==> config.mk <==
export PLATFORM = sky130hd
export DESIGN_NAME = axi_chan_buffer
export DESIGN_NICKNAME = d
export VERILOG_FILES = /design/src/rtl/axi_pkg.sv /design/src/rtl/axi_chan_fifo.sv /design/src/rtl/axi_chan_buffer.sv
export SDC_FILE = /design/constraint.sdc
export NUM_CORES = 1
export LEC_CHECK = 0
export CAP_MARGIN = 20
export CELL_PAD_IN_SITES_DETAIL_PLACEMENT = 1
export CELL_PAD_IN_SITES_GLOBAL_PLACEMENT = 1
export CORE_MARGIN = 3
export CORE_UTILIZATION = 30
export CTS_CLUSTER_DIAMETER = 30
export DETAILED_ROUTE_END_ITERATION = 12
export GPL_ROUTABILITY_DRIVEN = 0
export GPL_TIMING_DRIVEN = 1
export PLACE_DENSITY = 0.66
export SLEW_MARGIN = 20
export SYNTH_ARGS = -nofsm -noshare
export SYNTH_HDL_FRONTEND = slang
export SYNTH_SLANG_ARGS = --single-unit
==> constraint.sdc <==
create_clock -name clk -period 14.35 [get_ports clk]
set_input_delay 4.305 -clock clk [delete_from_list [all_inputs] [get_ports clk]]
set_output_delay 4.305 -clock clk [all_outputs]
set_load 0.05 [all_outputs]
==> src/rtl/axi_pkg.sv <==
// Shared AXI field widths, derived channel payload widths and the burst encoding
// used by the channel buffers and the slave models around them.
package axi_pkg;

    localparam int ID_M_W  = 4;
    localparam int ID_S_W  = 8;
    localparam int ADDR_W  = 32;
    localparam int DATA_W  = 32;
    localparam int LEN_W   = 8;
    localparam int SIZE_W  = 3;
    localparam int BURST_W = 2;
    localparam int RESP_W  = 2;
    localparam int STRB_W  = DATA_W / 8;

    localparam int AW_PLD_W = ID_M_W + ADDR_W + LEN_W + SIZE_W + BURST_W;
    localparam int W_PLD_W  = DATA_W + STRB_W + 1;
    localparam int B_PLD_W  = ID_S_W + RESP_W;
    localparam int AR_PLD_W = AW_PLD_W;
    localparam int R_PLD_W  = ID_S_W + DATA_W + RESP_W + 1;

    typedef enum logic [BURST_W-1:0] {
        BURST_FIXED = 2'd0,
        BURST_INCR  = 2'd1,
        BURST_WRAP  = 2'd2
    } burst_e;

    function automatic bit is_pow2(int unsigned v);
        return (v != 0) && ((v & (v - 1)) == 0);
    endfunction

endpackage

==> src/rtl/axi_chan_fifo.sv <==
// Single valid/ready channel FIFO: every output is a register, so no combinational
// path crosses it. The head entry is preloaded into m_data_q one edge ahead.
module axi_chan_fifo
    import axi_pkg::*;
#(
    parameter int PW    = AW_PLD_W,
    parameter int DEPTH = 2
) (
    input  logic                         clk,
    input  logic                         rst,
    input  logic                         s_valid,
    output logic                         s_ready,
    input  logic [PW-1:0]                s_data,
    output logic                         m_valid,
    input  logic                         m_ready,
    output logic [PW-1:0]                m_data,
    output logic [$clog2(DEPTH+1)-1:0]   level
);

    localparam int AW = $clog2(DEPTH);
    localparam int CW = $clog2(DEPTH + 1);

    if (!is_pow2(DEPTH) || DEPTH < 2 || PW < 1) begin : g_param_err
        $error("axi_chan_fifo: DEPTH must be a power of two >= 2 and PW >= 1");
    end

    logic [PW-1:0] mem_q [DEPTH];
    logic [AW-1:0] wr_q, wr_d, rd_q, rd_d;
    logic [CW-1:0] cnt_q, cnt_d;
    logic          s_ready_q, s_ready_d;
    logic          m_valid_q, m_valid_d;
    logic [PW-1:0] m_data_q, m_data_d;
    logic          push, pop;

    assign push = s_valid && s_ready_q;
    assign pop  = m_valid_q && m_ready;

    always_comb begin
        // NOTE: every _d gets its default first so no path through this block infers a latch.
        wr_d     = wr_q;
        rd_d     = rd_q;
        cnt_d    = cnt_q;
        m_data_d = m_data_q;
        if (push) wr_d = wr_q + AW'(1);
        if (pop)  rd_d = rd_q + AW'(1);
        case ({push, pop})
            2'b10:   cnt_d = cnt_q + CW'(1);
            2'b01:   cnt_d = cnt_q - CW'(1);
            default: cnt_d = cnt_q;
        endcase
        s_ready_d = cnt_d < CW'(DEPTH);
        m_valid_d = cnt_d != '0;
        // Next head is the beat being written right now when it lands on the new read slot.
        if (m_valid_d) m_data_d = (push && wr_q == rd_d) ? s_data : mem_q[rd_d];
    end

    always_ff @(posedge clk or posedge rst) begin
        if (rst) begin
            wr_q      <= '0;
            rd_q      <= '0;
            cnt_q     <= '0;
            s_ready_q <= 1'b0;
            m_valid_q <= 1'b0;
            m_data_q  <= '0;
        end else begin
            // NOTE: non-blocking assignments so every register samples pre-edge values.
            wr_q      <= wr_d;
            rd_q      <= rd_d;
            cnt_q     <= cnt_d;
            s_ready_q <= s_ready_d;
            m_valid_q <= m_valid_d;
            m_data_q  <= m_data_d;
        end
    end

    // NOTE: storage is deliberately not reset; validity lives in cnt_q, so stale entries are never seen.
    always_ff @(posedge clk) begin
        if (push) mem_q[wr_q] <= s_data;
    end

    assign s_ready = s_ready_q;
    assign m_valid = m_valid_q;
    assign m_data  = m_data_q;
    assign level   = cnt_q;

    a_no_push_full: assert property (@(posedge clk) disable iff (rst)
        push |-> cnt_q < CW'(DEPTH));
    a_stall_stable: assert property (@(posedge clk) disable iff (rst)
        m_valid_q && !m_ready |=> m_valid_q && $stable(m_data_q));

endmodule

==> src/rtl/axi_chan_buffer.sv <==
// NUM_CH independent same-direction AXI channels, each either a registered FIFO
// or, when its BYPASS_MASK bit is set, a plain combinational wire.
module axi_chan_buffer
    import axi_pkg::*;
#(
    parameter int                NUM_CH      = 3,
    parameter int                PW          = AW_PLD_W,
    parameter int                DEPTH       = 2,
    parameter logic [NUM_CH-1:0] BYPASS_MASK = '0
) (
    input  logic                                 clk,
    input  logic                                 rst,
    input  logic [NUM_CH-1:0]                    s_valid,
    output logic [NUM_CH-1:0]                    s_ready,
    input  logic [NUM_CH*PW-1:0]                 s_data,
    output logic [NUM_CH-1:0]                    m_valid,
    input  logic [NUM_CH-1:0]                    m_ready,
    output logic [NUM_CH*PW-1:0]                 m_data,
    output logic [NUM_CH*$clog2(DEPTH+1)-1:0]    level
);

    localparam int CW = $clog2(DEPTH + 1);

    for (genvar i = 0; i < NUM_CH; i++) begin : g_ch
        if (BYPASS_MASK[i]) begin : g_bypass
            assign m_valid[i]            = s_valid[i];
            assign s_ready[i]            = m_ready[i];
            assign m_data[i*PW +: PW]    = s_data[i*PW +: PW];
            assign level[i*CW +: CW]     = '0;
        end else begin : g_fifo
            axi_chan_fifo #(
                .PW    (PW),
                .DEPTH (DEPTH)
            ) u_fifo (
                .clk     (clk),
                .rst     (rst),
                .s_valid (s_valid[i]),
                .s_ready (s_ready[i]),
                .s_data  (s_data[i*PW +: PW]),
                .m_valid (m_valid[i]),
                .m_ready (m_ready[i]),
                .m_data  (m_data[i*PW +: PW]),
                .level   (level[i*CW +: CW])
            );
        end
    end

endmodule

# Word level (Yosys, flattened, before mapping)
# Memories as Yosys holds them, arrays and structs flattened. A register that Yosys moved wholly into a read port is not among the register bits.
# Cells that the tools add are included.
# word_totals
ff_bits	18
ramBits	294
in_bits	155
out_inout_bits	159
elab_cells	60
mem_count	3
# memory_table
name	words	word_bits	rd	rd_ports_with_merged_regs	wr	line_no	text
g_ch[0].g_fifo.u_fifo.mem_q	2	49	1	1	1	axi_chan_fifo.sv:27	logic [PW-1:0] mem_q [DEPTH];
g_ch[1].g_fifo.u_fifo.mem_q	2	49	1	1	1	axi_chan_fifo.sv:27	
g_ch[2].g_fifo.u_fifo.mem_q	2	49	1	1	1	axi_chan_fifo.sv:27	
# classes
add_sub_neg	12
magnitude_cmp	3
eq_ne	6
muxes	12
n_reduce_logical	9
# ops
operator	count
2-bit case mux with 2 select lines	3
1-bit 2-to-1 mux	9
1-bit adder (second input constant)	6
2-bit by 1-bit adder with 2-bit output (second input constant)	3
2-bit by 1-bit == test with 1-bit output (second input constant)	3
2-bit == test (second input constant)	3
1-bit logical AND	6
2-bit < comparator (second input constant)	3
2-bit nonzero test	3
2-bit by 1-bit subtractor with 2-bit output (second input constant)	3

# Depth between registers and ports, before layout
# depth
ltp_word	4
ltp_mapped	9
depth_no_buf	8

# By module
# Synthesis repeated with hierarchy kept, for this count alone.
# hier_totals
hier_cells	1221
area_unflattened_um2	17244.0
# by_module_without_submodules
module	instances	cells_each	area_per_inst_um2	seq_area_each_um2
axi_chan_fifo	3	407	5748.0	4319.1

# Worst setup path before layout
# No wires, ideal clock.
# synth_timing
path_kind	input-to-reg
startpoint	in s_valid[0]
endpoint	mem g_ch[0].g_fifo.u_fifo.mem_q[0][0] (netlist name), enable pin
setup_time_ps	456
t_arrival_ps	6771
path_slack_ps	7123
cell_stages	3
cell_sequence	nand2_1 -> clkbuf_1 -> nor2_1
# synth_via
elab_chain_len	3
# synth_lines
item	line_no	text
from (decl)	axi_chan_buffer.sv:13	input logic [NUM_CH-1:0] s_valid,
1-bit logical AND	axi_chan_fifo.sv:35	assign push = s_valid && s_ready_q;
1-bit 2-to-1 mux	axi_chan_fifo.sv:78	if (push) mem_q[wr_q] <= s_data;
1-bit 2-to-1 mux (implied by the code)	axi_chan_fifo.sv:78	
to (decl)	axi_chan_fifo.sv:27	
# Every way passes these cells.

# Final worst setup path
# layout_timing
startpoint	in s_valid[0]
endpoint	reg g_ch[0].g_fifo.u_fifo.m_data_q[6] (read register of g_ch[0].g_fifo.u_fifo.mem_q)
# layout_via
elab_chain_len	4
elab_cells_between_ends	5
# layout_lines
item	line_no	text
1-bit logical AND *	axi_chan_fifo.sv:35	
2-bit by 1-bit == test with 1-bit output or 2-bit == test (tied branches)	axi_chan_fifo.sv:46	case ({push, pop})
2-bit case mux with 2 select lines *	axi_chan_fifo.sv:46	
2-bit nonzero test *	axi_chan_fifo.sv:52	m_valid_d = cnt_d != '0;
to (decl)	axi_chan_fifo.sv:32	logic [PW-1:0] m_data_q, m_data_d;
# Every way passes the cells marked *; elsewhere a longest branch is shown, timed or not.
# A chain may end at the register's enable or synchronous reset.

==> results.cfg <==
[critical_path]
start_kind = primary input
cp-end-kind = flop
path_max_fanout = 55
reg2regPathDepth = 10
crit_type = primary input to flop
crit_required_ps = 14830
cp.arrival_ps = 7700

[timing]
rsz0062_at_grt = no
max_freq_ghz = 0.1384
hold_viol_final = 0
finalSetupTns_ps = 0
slew_headroom_pct = 24.87
min_period_ps = 7228
min_period_over_period_pct = 50.37
finalSetupViolations = 0
drv_slew = 0
tightest_slew_ps = 1121
final.setup_skew_ps = 31.99

[finish]
drive_above_1_share_pct = 13.63
fin_nets = 1732
area_growth_pct = 44.40
instances_no_fill = 2424

[floorplan]
num_io_pins = 314
core_mm2 = 0.05671
dieWidth_um = 246.1
dieArea_mm2 = 0.06056
chipHeight_um = 246.1
rows = 87
initial_core_util_pct = 30.49

[clock_network]
cts.sink_count = 459
cts_tree = done
clock_path_buffers = 3
ctsResizeCount = 0
cts_root_buf = clkbuf_16
holdBufCountCts = 0
post-cts-setup-buffer-count = 0
numCtsBuffers = 105
htree_levels = 3
clkSlewWorstSetupHoldPaths_ps = 50
clk_latency_ps = 630

[power]
power_mw = 7.591
ir_worst_vdd_uv = 370.1
cellPowerDensity_mw_per_mm2 = 304.0
p_leak_nw = 8.768

[outcome]
status = finished, final reports clean

[routing]
finalWirelength_mm = 53.60
vias_per_cell = 5.067
first_iter_violations = 663
drcViolationCount = 0
wl_per_cell_um = 22.11
dr.pass1.iters = 4
via_count = 12280
drtAntennaViolNets = 0

[synth]
synthArstFlopShare_pct = 35.95
yosysWarningCount = 0
postSynthAreaPerCell_um2 = 14.12
synth_area_mm2 = 0.01729
synth_edf_count = 294
yosysTopAreaCell = edfxtp_1
synth_top_area_share_pct = 51.05
ys.flop_type = edfxtp_1
synth.distinct_cells = 28
synthCells = 1225
post-synth-top-count-cell = edfxtp_1
synthTopCellsByArea = edfxtp_1 51%, dfrtp_1 24%, o221ai_1 7.4%
syn_nets = 1383
synth-seq-cells = 459
ys_seq_area_share_pct = 74.93
synth_common_cells = 294 x edfxtp_1, 165 x dfrtp_1, 150 x nand2_1

[job]
drv_cap = 0

[global_routing]
grtUsageTotal_pct = 17.34
grt_max_degree = 108
grt_pass1_wl_mm = 81.48
antenna_found_initial = 5
first_global_vias = 13700
overflow = 0

[worst_hold_path]
worstHoldPathType = flop to flop
min_path_cells = 2

[placed_design]
place.detailed.hpwl_mm = 31.27
placed_cells = 2220
io_buffer_count = 313
==> path summary, 6_finish.rpt <==
| path | from | to | slack (ps) |
|---|---|---|---|
| worst max-delay path | s_valid[0] | g_ch[0].g_fifo.u_fifo.m_data[6] | 7120 |
| worst min-delay path | g_ch[1].g_fifo.u_fifo.m_data[39] | g_ch[1].g_fifo.u_fifo.m_data[39] | 470 |
| worst max register to register | g_ch[0].g_fifo.u_fifo.s_ready | g_ch[0].g_fifo.u_fifo.m_data[6] | 10810 |
| worst min register to register | g_ch[1].g_fifo.u_fifo.m_data[39] | g_ch[1].g_fifo.u_fifo.m_data[39] | 470 |
| max in group asynchronous | rst | g_ch[1].g_fifo.u_fifo.m_data[27] | 8530 |
| min in group asynchronous | rst | g_ch[2].g_fifo.u_fifo.m_data[25] | 4250 |
==> report_power, final <==
group	internal, mW	switching, mW
Sequential	1.87	0.219
Combinational	0.923	2.14
Clock	1.69	0.747
Total	4.48	3.11
==> metal layers <==
layer | share of wire, % | up-vias | global-route usage (%)
met3 | 5.7 | 90 | 4.408
met1 | 42 | 6360 | 22.13
met5 | 0.069 | - | 0
met4 | 2.2 | 6 | 5.992
li1 | - | 5469 | -
met2 | 50 | 357 | 28.68
==> per-stage QoR <==
step / hold WS (ps) / util (%) / setup slack (ps) / area (µm²)
floorplan: 503.7 / - / 5583 / 17290
global placement: 464.6 / 37.43 / 6632 / 21230
detailed placement: 471.6 / 37.43 / 6507 / 21230
global route: 510.6 / 44.02 / 6958 / 24960
finish: 474.7 / 44.03 / 7122 / 24970
CTS: 481.9 / 43.90 / 7127 / 24900
==> cell families (layout without fill, tap and decap cells) <==
family                     count (synthesis)  after routing  share of synthesized area, %
adders and majority gates                  3              3                        0.2171
and+or+nand+nor                          324            324                         8.422
DFF                                      459            459                         74.93
AOI/OAI and AO/OA                        309            309                         12.43
xor gates and xnor gates                  18             18                        0.9117
buffers and inverters                    112            552                         3.089
other                                      0              3                             0
==> state kept, by name, summed over array words and instances (netlist names) <==
name and count:
g_ch.g_fifo.u_fifo.m_valid 3, g_ch.g_fifo.u_fifo.s_ready 3, g_ch.g_fifo.u_fifo.mem_q 294, g_ch.g_fifo.u_fifo.wr_q 3, g_ch.g_fifo.u_fifo.m_data 147, g_ch.g_fifo.u_fifo.level 6
g_ch.g_fifo.u_fifo.rd_q 3
==> worst max-delay path: stages <==
cell and delay (ps):
clkdlybuf4s50_1 430, nand2_2 80, buf_4 630, ha_1 390
nand2b_1 200, o22ai_4 100, buf_4 570, inv_1 280
buf_4 390, o221ai_1 150, o21ai_0 120
==> area by class of cell <==
class,instances,area (µm²)
Antenna cell,3,7.507
Clock buffer,137,2880
Clock inverter,61,790.8
Fill cell,5746,31740
Inverter,16,67.56
Multi-Input combinational cell,654,3956
Sequential cell,459,12960
Tap cell,756,945.9
Timing Repair Buffer,338,3366
==> placed cells by master, fill, tap and decap left out, types with 3 or more instances in the layout <==
cell	count
inv_1	13
dfrtp_1	165
nand2b_1	6
nor2_4	6
clkbuf_16	107
clkinv_2	21
buf_4	22
clkinv_1	3
bufinv_16	16
a311o_2	3
or3_1	3
and3b_1	3
nand2_1	147
xnor2_1	12
o21ai_1	60
nor3_1	144
xnor2_2	3
xor2_1	3
o221ai_1	147
or2_2	3
edfxtp_1	294
nor2_1	3
clkinvlp_4	13
o22ai_4	6
nand2_2	3
a31o_1	3
clkbuf_1	21
o21ai_0	87
inv_6	3
ha_1	3
diode_2	3
clkdlybuf4s50_1	313
and2_1	6
clkbuf_8	9
(Power assumes the default switching activity.)
